--- src/rtl/xor_cosim_stimgen.sv ---
// Stimulus generator for the XOR-gate cosim: an exhaustive sweep of the low input
// bits followed by a fixed-length LFSR run, streamed over valid/ready with an index.
module xor_cosim_stimgen #(
  parameter int unsigned EXH_BITS = 5,
  parameter int unsigned NRAND    = 64,
  parameter logic [31:0] SEED     = 32'h1
) (
  input  logic         clk,
  input  logic         rst,
  input  logic         start,
  output logic         out_valid,
  input  logic         out_ready,
  output logic [127:0] out_vec,
  output logic [16:0]  out_idx,
  output logic         busy,
  output logic         done
);

  // An all-zero seed would lock the LFSR, so it is replaced by 1.
  localparam logic [31:0]         SeedEff  = (SEED == 32'h0) ? 32'h1 : SEED;
  localparam logic [31:0]         LfsrMask = 32'h8020_0003;
  localparam logic [15:0]         RandLast = (NRAND == 0) ? 16'h0 : 16'(NRAND - 1);
  localparam logic [EXH_BITS-1:0] ExhLast  = '1;
  localparam bit                  HasRand  = (NRAND > 0);

  typedef enum logic [1:0] {StIdle, StExh, StRand} state_e;

  state_e              state_q, state_d;
  logic [EXH_BITS-1:0] cnt_q, cnt_d;
  logic [31:0]         lfsr_q, lfsr_d;
  logic [15:0]         rcnt_q, rcnt_d;
  logic [16:0]         idx_q, idx_d;
  logic                done_q, done_d;
  logic                xfer;

  function automatic logic [31:0] bit_rev(input logic [31:0] v);
    logic [31:0] r;
    r = '0;
    for (int i = 0; i < 32; i++) begin
      r[i] = v[31-i];
    end
    return r;
  endfunction

  function automatic logic [31:0] lfsr_step(input logic [31:0] v);
    return (v >> 1) ^ (v[0] ? LfsrMask : 32'h0);
  endfunction

  assign xfer = (state_q != StIdle) && out_ready;

  always_comb begin
    state_d = state_q;
    cnt_d   = cnt_q;
    lfsr_d  = lfsr_q;
    rcnt_d  = rcnt_q;
    idx_d   = idx_q;
    done_d  = 1'b0;
    case (state_q)
      StIdle: begin
        if (start) begin
          state_d = StExh;
          cnt_d   = '0;
          lfsr_d  = SeedEff;
          rcnt_d  = '0;
          idx_d   = '0;
        end
      end
      StExh: begin
        if (xfer) begin
          cnt_d = cnt_q + 1'b1;
          idx_d = idx_q + 17'd1;
          if (cnt_q == ExhLast) begin
            if (HasRand) begin
              state_d = StRand;
            end else begin
              state_d = StIdle;
              done_d  = 1'b1;
            end
          end
        end
      end
      StRand: begin
        if (xfer) begin
          lfsr_d = lfsr_step(lfsr_q);
          rcnt_d = rcnt_q + 16'd1;
          idx_d  = idx_q + 17'd1;
          if (rcnt_q == RandLast) begin
            state_d = StIdle;
            done_d  = 1'b1;
          end
        end
      end
      default: state_d = StIdle;
    endcase
  end

  always_ff @(posedge clk) begin
    if (rst) begin
      state_q <= StIdle;
      cnt_q   <= '0;
      lfsr_q  <= SeedEff;
      rcnt_q  <= '0;
      idx_q   <= '0;
      done_q  <= 1'b0;
    end else begin
      state_q <= state_d;
      cnt_q   <= cnt_d;
      lfsr_q  <= lfsr_d;
      rcnt_q  <= rcnt_d;
      idx_q   <= idx_d;
      done_q  <= done_d;
    end
  end

  // Outputs decode registered state only; nothing flows through from start/out_ready.
  always_comb begin
    out_vec = '0;
    case (state_q)
      StExh:   out_vec[EXH_BITS-1:0] = cnt_q;
      StRand:  out_vec = {lfsr_q, bit_rev(lfsr_q), ~lfsr_q, lfsr_q ^ 32'hA5A5_A5A5};
      default: out_vec = '0;
    endcase
  end

  assign busy      = (state_q != StIdle);
  assign out_valid = busy;
  assign out_idx   = busy ? idx_q : 17'd0;
  assign done      = done_q;

endmodule

--- config.mk ---
export PLATFORM = sky130hd
export DESIGN_NAME = xor_cosim_stimgen
export DESIGN_NICKNAME = d
export VERILOG_FILES = /design/src/rtl/xor_cosim_stimgen.sv
export SDC_FILE = /design/constraint.sdc
export NUM_CORES = 1
export LEC_CHECK = 0
export CELL_PAD_IN_SITES_DETAIL_PLACEMENT = 2
export CELL_PAD_IN_SITES_GLOBAL_PLACEMENT = 2
export CORE_MARGIN = 8
export CORE_UTILIZATION = 25
export CTS_CLUSTER_DIAMETER = 50
export DETAILED_ROUTE_END_ITERATION = 7
export PLACE_DENSITY = 0.86
export SLEW_MARGIN = 20
export SYNTH_ARGS = -nofsm -noshare
export SYNTH_HDL_FRONTEND = slang
export SYNTH_SLANG_ARGS = --single-unit
--- constraint.sdc ---
create_clock -name clk -period 2.6 [get_ports clk]
set_input_delay 0.52 -clock clk [delete_from_list [all_inputs] [get_ports clk]]
set_output_delay 0.52 -clock clk [all_outputs]
set_load 0.03 [all_outputs]
==> flow_summary_export.csv <==
group,metric,value,unit
outcome,status,"finished clean",
yosys,synth_top_cell_by_area,"dfxtp_1",
yosys,synthCells,562,
worst_setup_path,r2r_start,"state_q[1]",
route,first_iter_violations,117,
pwr,power_leakage,2.67,nW
floorplan,fp.dieW,149,um
clocking,cts_max_path_buffers,2,
cells_and_area,num_antenna_cells,0,
sta,setup_viol,0,
floorplan,initial_core_util,0.256,
sta,worst_pin_slew,0.446,ns
global_route,grt_pass1_vias,4347,
worst_hold_path,whs_path_depth,2,
sta,fmax,406,MHz
yosys,synth-adder-area-share,0.0198,
sta,slew_headroom,0.701,
yosys,synth_warnings,0,
cells_and_area,multi_input_area,2160,um2
floorplan,die_h,149,um
cells_and_area,area_delta_synth_final,29.9,%
route,num_vias,3885,
pwr,p_per_area,711,nW/um2
worst_setup_path,max_stage_delay,0.74,ns
clocking,root_buffer,"clkbuf_16",
worst_setup_path,r2r_cells,9,
yosys,postSynthAreaPerCell,7.89,um2
global_route,grt_antenna_before_repair,0,
route,drcViolationCount,0,
worst_setup_path,required,2.08,ns
cells_and_area,layout-drive-gt1-share,0.0860,
cells_and_area,nets,634,
sta,slew_violations,0,
yosys,synth_area_leaders,"dfxtp_1, buf_4, nor2b_1",
clocking,cts.sinks,73,
worst_setup_path,cp_max_fo,7,
worst_setup_path,reg2reg_to,"state_q[1]",
yosys,async_flop_share,0,
yosys,seq_area_frac_synth,0.330,
global_route,grt_max_degree,36,
worst_setup_path,r2r_setup_slack,0.25,ns
clocking,cts_buffers,9,
route,routedWlPerCell,17.6,um
yosys,netlist-cell-type-count,42,
yosys,synth_edf_count,0,
route,viasPerCell,4.55,
yosys,syn_nets,573,
yosys,synthXorXnorAreaFrac,0.0454,
placement,post-dp-hpwl,11.7,mm
route,firstDrtPassIters,4,
cells_and_area,seqCellArea,1460,um2
floorplan,coreArea,17300,um2
worst_setup_path,slowest_stage,"clkdlybuf4s50_1",
worst_hold_path,min_to,"lfsr_q[27]",
yosys,synth-simple-area-share,0.302,
sta,hold-worst-slack,0.468,ns
sta,setup_tns,0,ns
yosys,synth-compound-area-share,0.109,
global_route,overflow,0,
floorplan,num_io_pins,152,
yosys,synth-main-ff-cell,"dfxtp_1",
yosys,muxShareOfSynthArea,0.00677,
run,maxCapViolCount,0,
worst_setup_path,crit_chain,"inv_2, ha_4, nor2b_1, clkdlybuf4s50_1",
clocking,clk_latency,0.34,ns
worst_hold_path,min_path_type,"reg2reg",
sta,hold_violations,0,
worst_hold_path,hp-start,"lfsr_q[27]",
placement,gp_congestion,0.747,
global_route,track_usage,0.134,
yosys,synth.ff_latch_count,73,
placement,io_buffer_count,151,
sta,period_share,0.947,
clocking,cts_tree,"yes",
route,ant_nets,0,
clocking,htree_levels,3,
cells_and_area,fillerInstances,2051,
worst_setup_path,endpoint_kind,"output pin",
yosys,synth_top_family_by_area,"simple AND/OR/NAND/NOR gates",
worst_setup_path,cp.arrival,1.94,ns
clocking,clkTransAtPathRegs,0.06,ns
floorplan,rows,48,
sta,finClkSkew,0.00765,ns
yosys,syn-cell-area,4430,um2
yosys,synth_top_area_frac,0.330,
placement,place_inst,833,
pwr,irDropWorstVdd,388,uV
worst_setup_path,path_class,"reg2out",
floorplan,die_area,22300,um2
sta,period_needed,2.46,ns
route,finalWirelength,15.0,mm
global_route,grt_pass1_wl,23.7,mm
cells_and_area,fin_cells,853,
sta,rsz0062_at_grt,"no",
worst_setup_path,worst_setup_path_start_kind,"flip-flop",
## power breakdown
group          internal [W]  leakage (nW)  switching [W]
logic              0.000550          1.95        0.00118
clock network      0.000673         0.138       0.000516
registers           0.00115         0.588      0.0000349
total               0.00237          2.67        0.00173
## how the worst max path moves through the flow
stage	start	to	slack [ns]	depth (start not counted)
final	state_q[0]	out_vec[33]	0.14	4
after global routing	state_q[0]	out_vec[1]	0.04	7
after CTS	state_q[0]	busy	0.0009	5
after detailed placement	state_q[0]	out_vec[89]	0.07	5
after global placement	state_q[0]	out_vec[45]	0.15	5
after floorplan	state_q[0]	out_vec[0]	0.17	7
## per-stage QoR
stage                     setup slack, ns  instance area (um2)  total power [W]   util
final                               0.138                 5760          0.00410  0.333
after floorplan                     0.167                 4430          0.00241      -
after global placement              0.149                 5600          0.00298  0.324
after global routing               0.0397                 5760          0.00432  0.333
after detailed placement           0.0664                 5600          0.00305  0.324
after CTS                        0.000926                 5720          0.00417  0.331
## worst max-delay path: cells and delay by family (launching register included)
family	cells	cell delay, ns
buffers and inverters	2	0.84
DFF	1	0.34
adders and majority gates	1	0.20
and+or+nand+nor	1	0.20
## area by class of cell
class	instances	area share
clock inverters	6	0.00760
repair buffers	167	0.267
multi-input cells	362	0.375
well taps	225	0.0489
flip-flops and latches	73	0.254
clock buffers	10	0.0415
inverters	10	0.00652
## what timing repair did
action                     4_1_cts  5_1_grt
resized for setup              136        4
setup endpoints to repair      140       14
pin swaps                        0        1
hold buffers                     0        0
buffers inserted                 0        4
## synth_stat cells (2+ instances only)
master     instances
buf_4             92
dfxtp_1           73
nand2_1           73
a21oi_1           52
nor2b_1           52
nor2_1            36
and2_1            33
clkbuf_1          18
xnor2_1           15
o21ai_0           12
nand3_1           11
inv_1             10
or3_1             10
xor2_1             8
buf_2              7
ha_1               7
nor3_1             6
nand2b_1           5
nand4_1            5
and4_1             4
mux2i_1            3
o2111ai_4          3
and3_1             2
and3b_1            2
and3b_2            2
nand3b_1           2
nor3b_1            2
o21bai_1           2
or2_2              2
## kinds of logic (layout without fill, tap and decap cells)
group	Yosys count	after routing
AO/OA/AOI/OAI	76	76
buffers and inverters	127	193
XOR/XNOR	23	23
AND/OR/NAND/NOR	253	253
flip-flops	73	73
multiplexers	3	3
adder cells (fa/ha/maj)	7	7
## sequential cells by signal, summed over array words and instances, names as in the netlist
signal / flops
cnt_q: 5
done: 1
idx_q: 17
lfsr_q: 32
rcnt_q: 16
state_q: 2
## cells in the final DEF, fill, tap and decap left out, drive strengths merged, types with 5 or more instances in the layout
master	netlist	layout
dfxtp	73	73
clkinv	0	5
xnor2	15	15
nor2	37	37
buf	99	21
nand2b	5	5
dlygate4sd2	0	134
nor3	6	6
nor2b	52	52
clkdlybuf4s50	0	8
inv	10	10
nand2	73	73
nand4	6	6
ha	7	7
o21ai	14	14
and2	33	33
or3	10	10
a21oi	52	52
nand3	11	11
clkbuf	18	11
xor2	8	8
## metal layers
layer,global-route usage,vias up,wire [um]
li1,-,1865,-
met1,0.138,1914,5910
met2,0.255,93,8070
met3,0.0382,13,893
met4,0.0369,0,154
met5,0,-,0
(Power assumes the default switching activity.)
